### src/rtl/riscv_alu_arb.sv
`default_nettype none
// =============================================================================
// riscv_alu_arb : round-robin arbiter sharing one combinational ALU between two
// requesters; define RISCV_ALU_ARB_STAT_EN for grant/conflict counters. Rev 1.0
// =============================================================================
module riscv_alu_arb #(
  parameter int XLEN = 32,
  parameter int CTRW = 4
) (
  input  logic            clk,
  input  logic            rst,
  input  logic            req0_valid_i,
  output logic            req0_ready_o,
  input  logic [CTRW-1:0] req0_ctr_i,
  input  logic [XLEN-1:0] req0_a_i,
  input  logic [XLEN-1:0] req0_b_i,
  input  logic            req1_valid_i,
  output logic            req1_ready_o,
  input  logic [CTRW-1:0] req1_ctr_i,
  input  logic [XLEN-1:0] req1_a_i,
  input  logic [XLEN-1:0] req1_b_i,
  output logic            rsp0_valid_o,
  input  logic            rsp0_ready_i,
  output logic [XLEN-1:0] rsp0_p_o,
  output logic            rsp0_zero_o,
  output logic            rsp0_less_o,
  output logic            rsp1_valid_o,
  input  logic            rsp1_ready_i,
  output logic [XLEN-1:0] rsp1_p_o,
  output logic            rsp1_zero_o,
  output logic            rsp1_less_o,
  output logic [CTRW-1:0] alu_ctr_o,
  output logic [XLEN-1:0] alu_a_o,
  output logic [XLEN-1:0] alu_b_o,
  input  logic [XLEN-1:0] alu_p_i,
  input  logic            alu_zero_i,
  input  logic            alu_less_i
`ifdef RISCV_ALU_ARB_STAT_EN
  ,
  output logic [31:0]     stat_grant0_o,
  output logic [31:0]     stat_grant1_o,
  output logic [31:0]     stat_conflict_o
`endif
);

  localparam logic [1:0] S_IDLE = 2'd0;
  localparam logic [1:0] S_EXEC = 2'd1;
  localparam logic [1:0] S_RESP = 2'd2;

  logic [1:0]      state_q, state_d;
  logic            prio_q, gid_q;
  logic [CTRW-1:0] ctr_q, ctr_d;
  logic [XLEN-1:0] a_q, a_d, b_q, b_d, p_q;
  logic            zero_q, less_q;
  logic            w_grant0, w_grant1, w_accept, w_rsp_hs;

  // prio only breaks ties; a lone valid requester always wins
  always_comb begin
    w_grant0 = req0_valid_i & (~req1_valid_i | ~prio_q);
    w_grant1 = req1_valid_i & (~req0_valid_i | prio_q);
    w_accept = (state_q == S_IDLE) & (w_grant0 | w_grant1);
    w_rsp_hs = (state_q == S_RESP) & (gid_q ? rsp1_ready_i : rsp0_ready_i);
    ctr_d    = w_grant1 ? req1_ctr_i : req0_ctr_i;
    a_d      = w_grant1 ? req1_a_i   : req0_a_i;
    b_d      = w_grant1 ? req1_b_i   : req0_b_i;
  end

  always_ff @(posedge clk) begin
    if (rst) state_q <= S_IDLE;
    else     state_q <= state_d;
  end

  always_comb begin
    state_d = state_q;
    case (state_q)
      S_IDLE:  if (w_accept) state_d = S_EXEC;
      S_EXEC:  state_d = S_RESP;
      S_RESP:  if (w_rsp_hs) state_d = S_IDLE;
      default: state_d = S_IDLE;
    endcase
  end

  always_comb begin
    req0_ready_o = 1'b0;
    req1_ready_o = 1'b0;
    rsp0_valid_o = 1'b0;
    rsp1_valid_o = 1'b0;
    case (state_q)
      S_IDLE: begin
        req0_ready_o = w_grant0;
        req1_ready_o = w_grant1;
      end
      S_RESP: begin
        rsp0_valid_o = ~gid_q;
        rsp1_valid_o = gid_q;
      end
      default: ;
    endcase
  end

  always_ff @(posedge clk) begin
    if (rst) begin
      prio_q <= 1'b0;
      gid_q  <= 1'b0;
      ctr_q  <= '0;
      a_q    <= '0;
      b_q    <= '0;
      p_q    <= '0;
      zero_q <= 1'b0;
      less_q <= 1'b0;
    end else begin
      if (w_accept) begin
        gid_q <= w_grant1;
        ctr_q <= ctr_d;
        a_q   <= a_d;
        b_q   <= b_d;
      end
      if (state_q == S_EXEC) begin
        p_q    <= alu_p_i;
        zero_q <= alu_zero_i;
        less_q <= alu_less_i;
      end
      if (w_rsp_hs) prio_q <= ~gid_q;
    end
  end

  // ALU inputs come straight from the operand registers so they hold through EXEC
  assign alu_ctr_o   = ctr_q;
  assign alu_a_o     = a_q;
  assign alu_b_o     = b_q;
  assign rsp0_p_o    = p_q;
  assign rsp0_zero_o = zero_q;
  assign rsp0_less_o = less_q;
  assign rsp1_p_o    = p_q;
  assign rsp1_zero_o = zero_q;
  assign rsp1_less_o = less_q;

`ifdef RISCV_ALU_ARB_STAT_EN
  logic [31:0] stat_g0_q, stat_g1_q, stat_cf_q;

  always_ff @(posedge clk) begin
    if (rst) begin
      stat_g0_q <= '0;
      stat_g1_q <= '0;
      stat_cf_q <= '0;
    end else begin
      if (w_accept & w_grant0) stat_g0_q <= stat_g0_q + 32'd1;
      if (w_accept & w_grant1) stat_g1_q <= stat_g1_q + 32'd1;
      if ((state_q == S_IDLE) & req0_valid_i & req1_valid_i) stat_cf_q <= stat_cf_q + 32'd1;
    end
  end

  assign stat_grant0_o   = stat_g0_q;
  assign stat_grant1_o   = stat_g1_q;
  assign stat_conflict_o = stat_cf_q;
`endif

endmodule
`default_nettype wire

### config.mk
export PLATFORM = sky130hd
export DESIGN_NAME = riscv_alu_arb
export DESIGN_NICKNAME = d
export VERILOG_FILES = /design/src/rtl/riscv_alu_arb.sv
export SDC_FILE = /design/constraint.sdc
export NUM_CORES = 1
export LEC_CHECK = 0
export CAP_MARGIN = 25
export CELL_PAD_IN_SITES_DETAIL_PLACEMENT = 0
export CELL_PAD_IN_SITES_GLOBAL_PLACEMENT = 2
export CORE_ASPECT_RATIO = 1.2
export CORE_MARGIN = 2
export CORE_UTILIZATION = 20
export DETAILED_ROUTE_END_ITERATION = 12
export PLACE_DENSITY = 0.95
export SLEW_MARGIN = 20
export SYNTH_ARGS = -nofsm -noshare
export SYNTH_HDL_FRONTEND = slang
export SYNTH_SLANG_ARGS = --single-unit
### constraint.sdc
create_clock -name clk -period 2.58 [get_ports clk]
set_input_delay 0.516 -clock clk [delete_from_list [all_inputs] [get_ports clk]]
set_output_delay 0.516 -clock clk [all_outputs]
set_load 0.01 [all_outputs]
==> impl_metrics.csv <==
group,metric,value,unit
detailed_routing,dr.pass1.iters,4,
power_and_ir_drop,total_power,4.82,mW
logic_synthesis,yosys_warnings,0,
placement,place_hpwl,14.1,mm
logic_synthesis,synth_nets,787,
cts,cts_tree,"done",
timing,fin_ws,0.0762,ns
detailed_routing,post_drt_wl_per_cell,17.4,µm
timing,worst_pin_slew,0.510,ns
worst_setup_path,cp.arrival,1.99,ns
final_layout,syn_to_final_growth,71.6,%
detailed_routing,drtIter0Drc,191,
power_and_ir_drop,p_sw_share,30.3,%
cts,cts_buffers,9,
floorplanning,core.rowCount,62,
placement,gp_congestion,0.750,
worst_setup_path,crit_path_max_fanout,3,
cts,clock_latency,0.36,ns
timing,clock_skew,0.0167,ns
floorplanning,floorplan.initialDensity,20.5,%
worst_hold_path,hp-class,"flop to flop",
detailed_routing,postRouteAntennaNets,0,
worst_setup_path,path_class,"input pin to output port",
final_layout,register_area,2120,µm²
grt,grt-ovfl-total,0,
grt,gr-usage-met1,18.0,%
worst_setup_path,cp-end-kind,"output port",
timing,hold_viol_final,0,
power_and_ir_drop,net-switching-power,1.46,mW
floorplanning,die_w,147,µm
worst_setup_path,startpoint_type,"input pin",
final_layout,final_common_cell,"clkdlybuf4s50_1",
cts,clkSlewWorstSetupHoldPaths,0.08,ns
detailed_routing,drc,0,
final_layout,layout-drive-gt1-share,6.21,%
placement,dp_slack,-0.182,ns
power_and_ir_drop,power_frac_seq,39.8,%
grt,busiest_layer,"met2",
worst_hold_path,whs_path_depth,2,
logic_synthesis,postSynthCellCount,611,
floorplanning,die_h,176,µm
final_layout,fin_area,8460,µm²
timing,setup_violations,0,
power_and_ir_drop,power_leakage,2.85,nW
detailed_routing,via_per_inst,4.81,
grt,grt_pass1_vias,5542,
final_layout,nFillCells,2506,
floorplanning,dieArea,25900,µm²
logic_synthesis,syn_area,4930,µm²
timing,maxSlewHeadroom,66.0,%
status,status,"complete, no violations",
floorplanning,ios,316,
final_layout,antennaDiodeCount,0,
worst_setup_path,ff2ff_path_depth,5,
timing,max_freq,399,MHz
grt,grt_start_max_net_pins,70,
grt,grtUsageMet2,25.6,%
detailed_routing,vias,5647,
job,maxCapViolations,0,
power_and_ir_drop,power_frac_comb,30.0,%
timing,fin_crit,2.50,ns
detailed_routing,wl,20.4,mm
power_and_ir_drop,power_frac_clock,30.2,%
grt,grt_pass1_wl,31.1,mm
placement,placed_area,8160,µm²
cts,cts_sinks,106,
timing,rsz0062_at_grt,"no",
final_layout,final_cell_mix,"312 x clkdlybuf4s50_1, 106 x dfxtp_1, 105 x a21oi_1",
placement,portBuffers,315,
final_layout,nNetsFinal,1024,
final_layout,multi_input_area,2250,µm²
worst_setup_path,crit_required,2.06,ns
power_and_ir_drop,vdd_drop_max,0.000269,V
timing,fin_crit_sh,97.0,%
floorplanning,core_area,24000,µm²
timing,drv_slew,0,
cts,htree_levels,3,
power_and_ir_drop,internal-power,3.36,mW
logic_synthesis,synth_seq_cells,106,
logic_synthesis,syn_avg_cell_area,8.07,µm²
logic_synthesis,ys_seq_area_share,43.0,%
grt,track_usage,15.1,%
cts,cts_hold_buf,0,
cts,root_buffer,"clkbuf_16",
logic_synthesis,yosysUniqueCellTypes,24,
final_layout,final_cells,1173,
placement,dp_cells,1157,
power_and_ir_drop,power_density,570,nW/µm²
grt,use_met3,4.47,%
grt,antenna_found_initial,0,
cts,clock_path_buffers,2,
[final timing paths]
kind                            slack [ns]            to    startpoint
worst max-delay path                  0.08  req1_ready_o  req0_valid_i
worst min-delay path                  0.47  rsp0_p_o[14]  rsp0_p_o[14]
worst max register to register        0.66   alu_a_o[13]    state_q[1]
worst min register to register        0.47  rsp0_p_o[14]  rsp0_p_o[14]
[area by class of cell]
class	count	area share (%)
timing repair buffer	333	39.9
tap	320	4.73
inverter	2	0.0887
multi-input combinational	396	26.6
clock inverter	7	0.887
clock buffer	9	2.66
sequential	106	25.1
[critical path, stage by stage]
cell and delay, ns:
clkdlybuf4s50_1 0.47, buf_4 0.17, nand2b_2 0.09, and3_1 0.19, clkdlybuf4s50_1 0.55
[sequential cells by signal (all words and copies together) (netlist names)]
name         cells
alu_a_o         32
alu_b_o         32
alu_ctr_o        4
gid_q            1
prio_q           1
rsp0_less_o      1
rsp0_p_o        32
rsp0_zero_o      1
state_q          2
[routing by layer]
metal / routed length (µm) / vias up / part of all wire (%)
met5: 0 / - / 0
met4: 599 / 0 / 2.9
met3: 1920 / 33 / 9.4
met2: 9720 / 332 / 48
met1: 8210 / 2613 / 40
li1: - / 2669 / -
[kinds of logic (layout without fill, tap and decap cells)]
group / Yosys count / after routing / synth area share [%]
AOI/OAI and AO/OA: 243 / 243 / 31.1
and+or+nand+nor: 152 / 152 / 14.0
muxes: 1 / 1 / 0.203
buffers and inverters: 109 / 351 / 11.6
DFF: 106 / 106 / 43.0
[power groups by stage]
stage                     clock network (mW)  registers (mW)  logic (mW)
after floorplan                            0            2.02       0.568
after global placement                     0            1.95        1.46
after detailed placement                   0            1.96        1.46
after CTS                               1.52            1.92        1.46
after global routing                    1.56            1.94        1.56
final                                   1.46            1.92        1.45
[repair_timing]
action	4_1_cts	5_1_grt
resized for setup	1	0
setup endpoints to repair	1	0
buffers inserted	0	0
[through the flow]
step / utilization (%) / setup TNS, ns / hold slack [ns]
CTS: 35.2 / 0 / 0.474
global route: 35.2 / 0 / 0.505
floorplan: - / 0 / 0.474
detailed placement: 33.9 / -0.182 / 0.462
global placement: 33.9 / -0.206 / 0.455
finish: 35.2 / 0 / 0.472
[Yosys cell counts (all sizes together)]
cell	count	area, µm²
and3	2	12.5
mux2i	1	10.0
a311oi	68	652
or2	1	6.26
and2	2	12.5
dfxtp	106	2120
buf	46	334
a32oi	1	8.76
nand2	68	255
nor2	3	11.3
a21oi	105	526
o21ai	68	340
and2b	1	7.51
inv	2	7.50
nor2b	4	25.0
nand2b	2	12.5
or3b	1	8.76
a2111oi	1	8.76
nand3	68	340
clkbuf	61	229
Power figures use the tool's default switching activity.
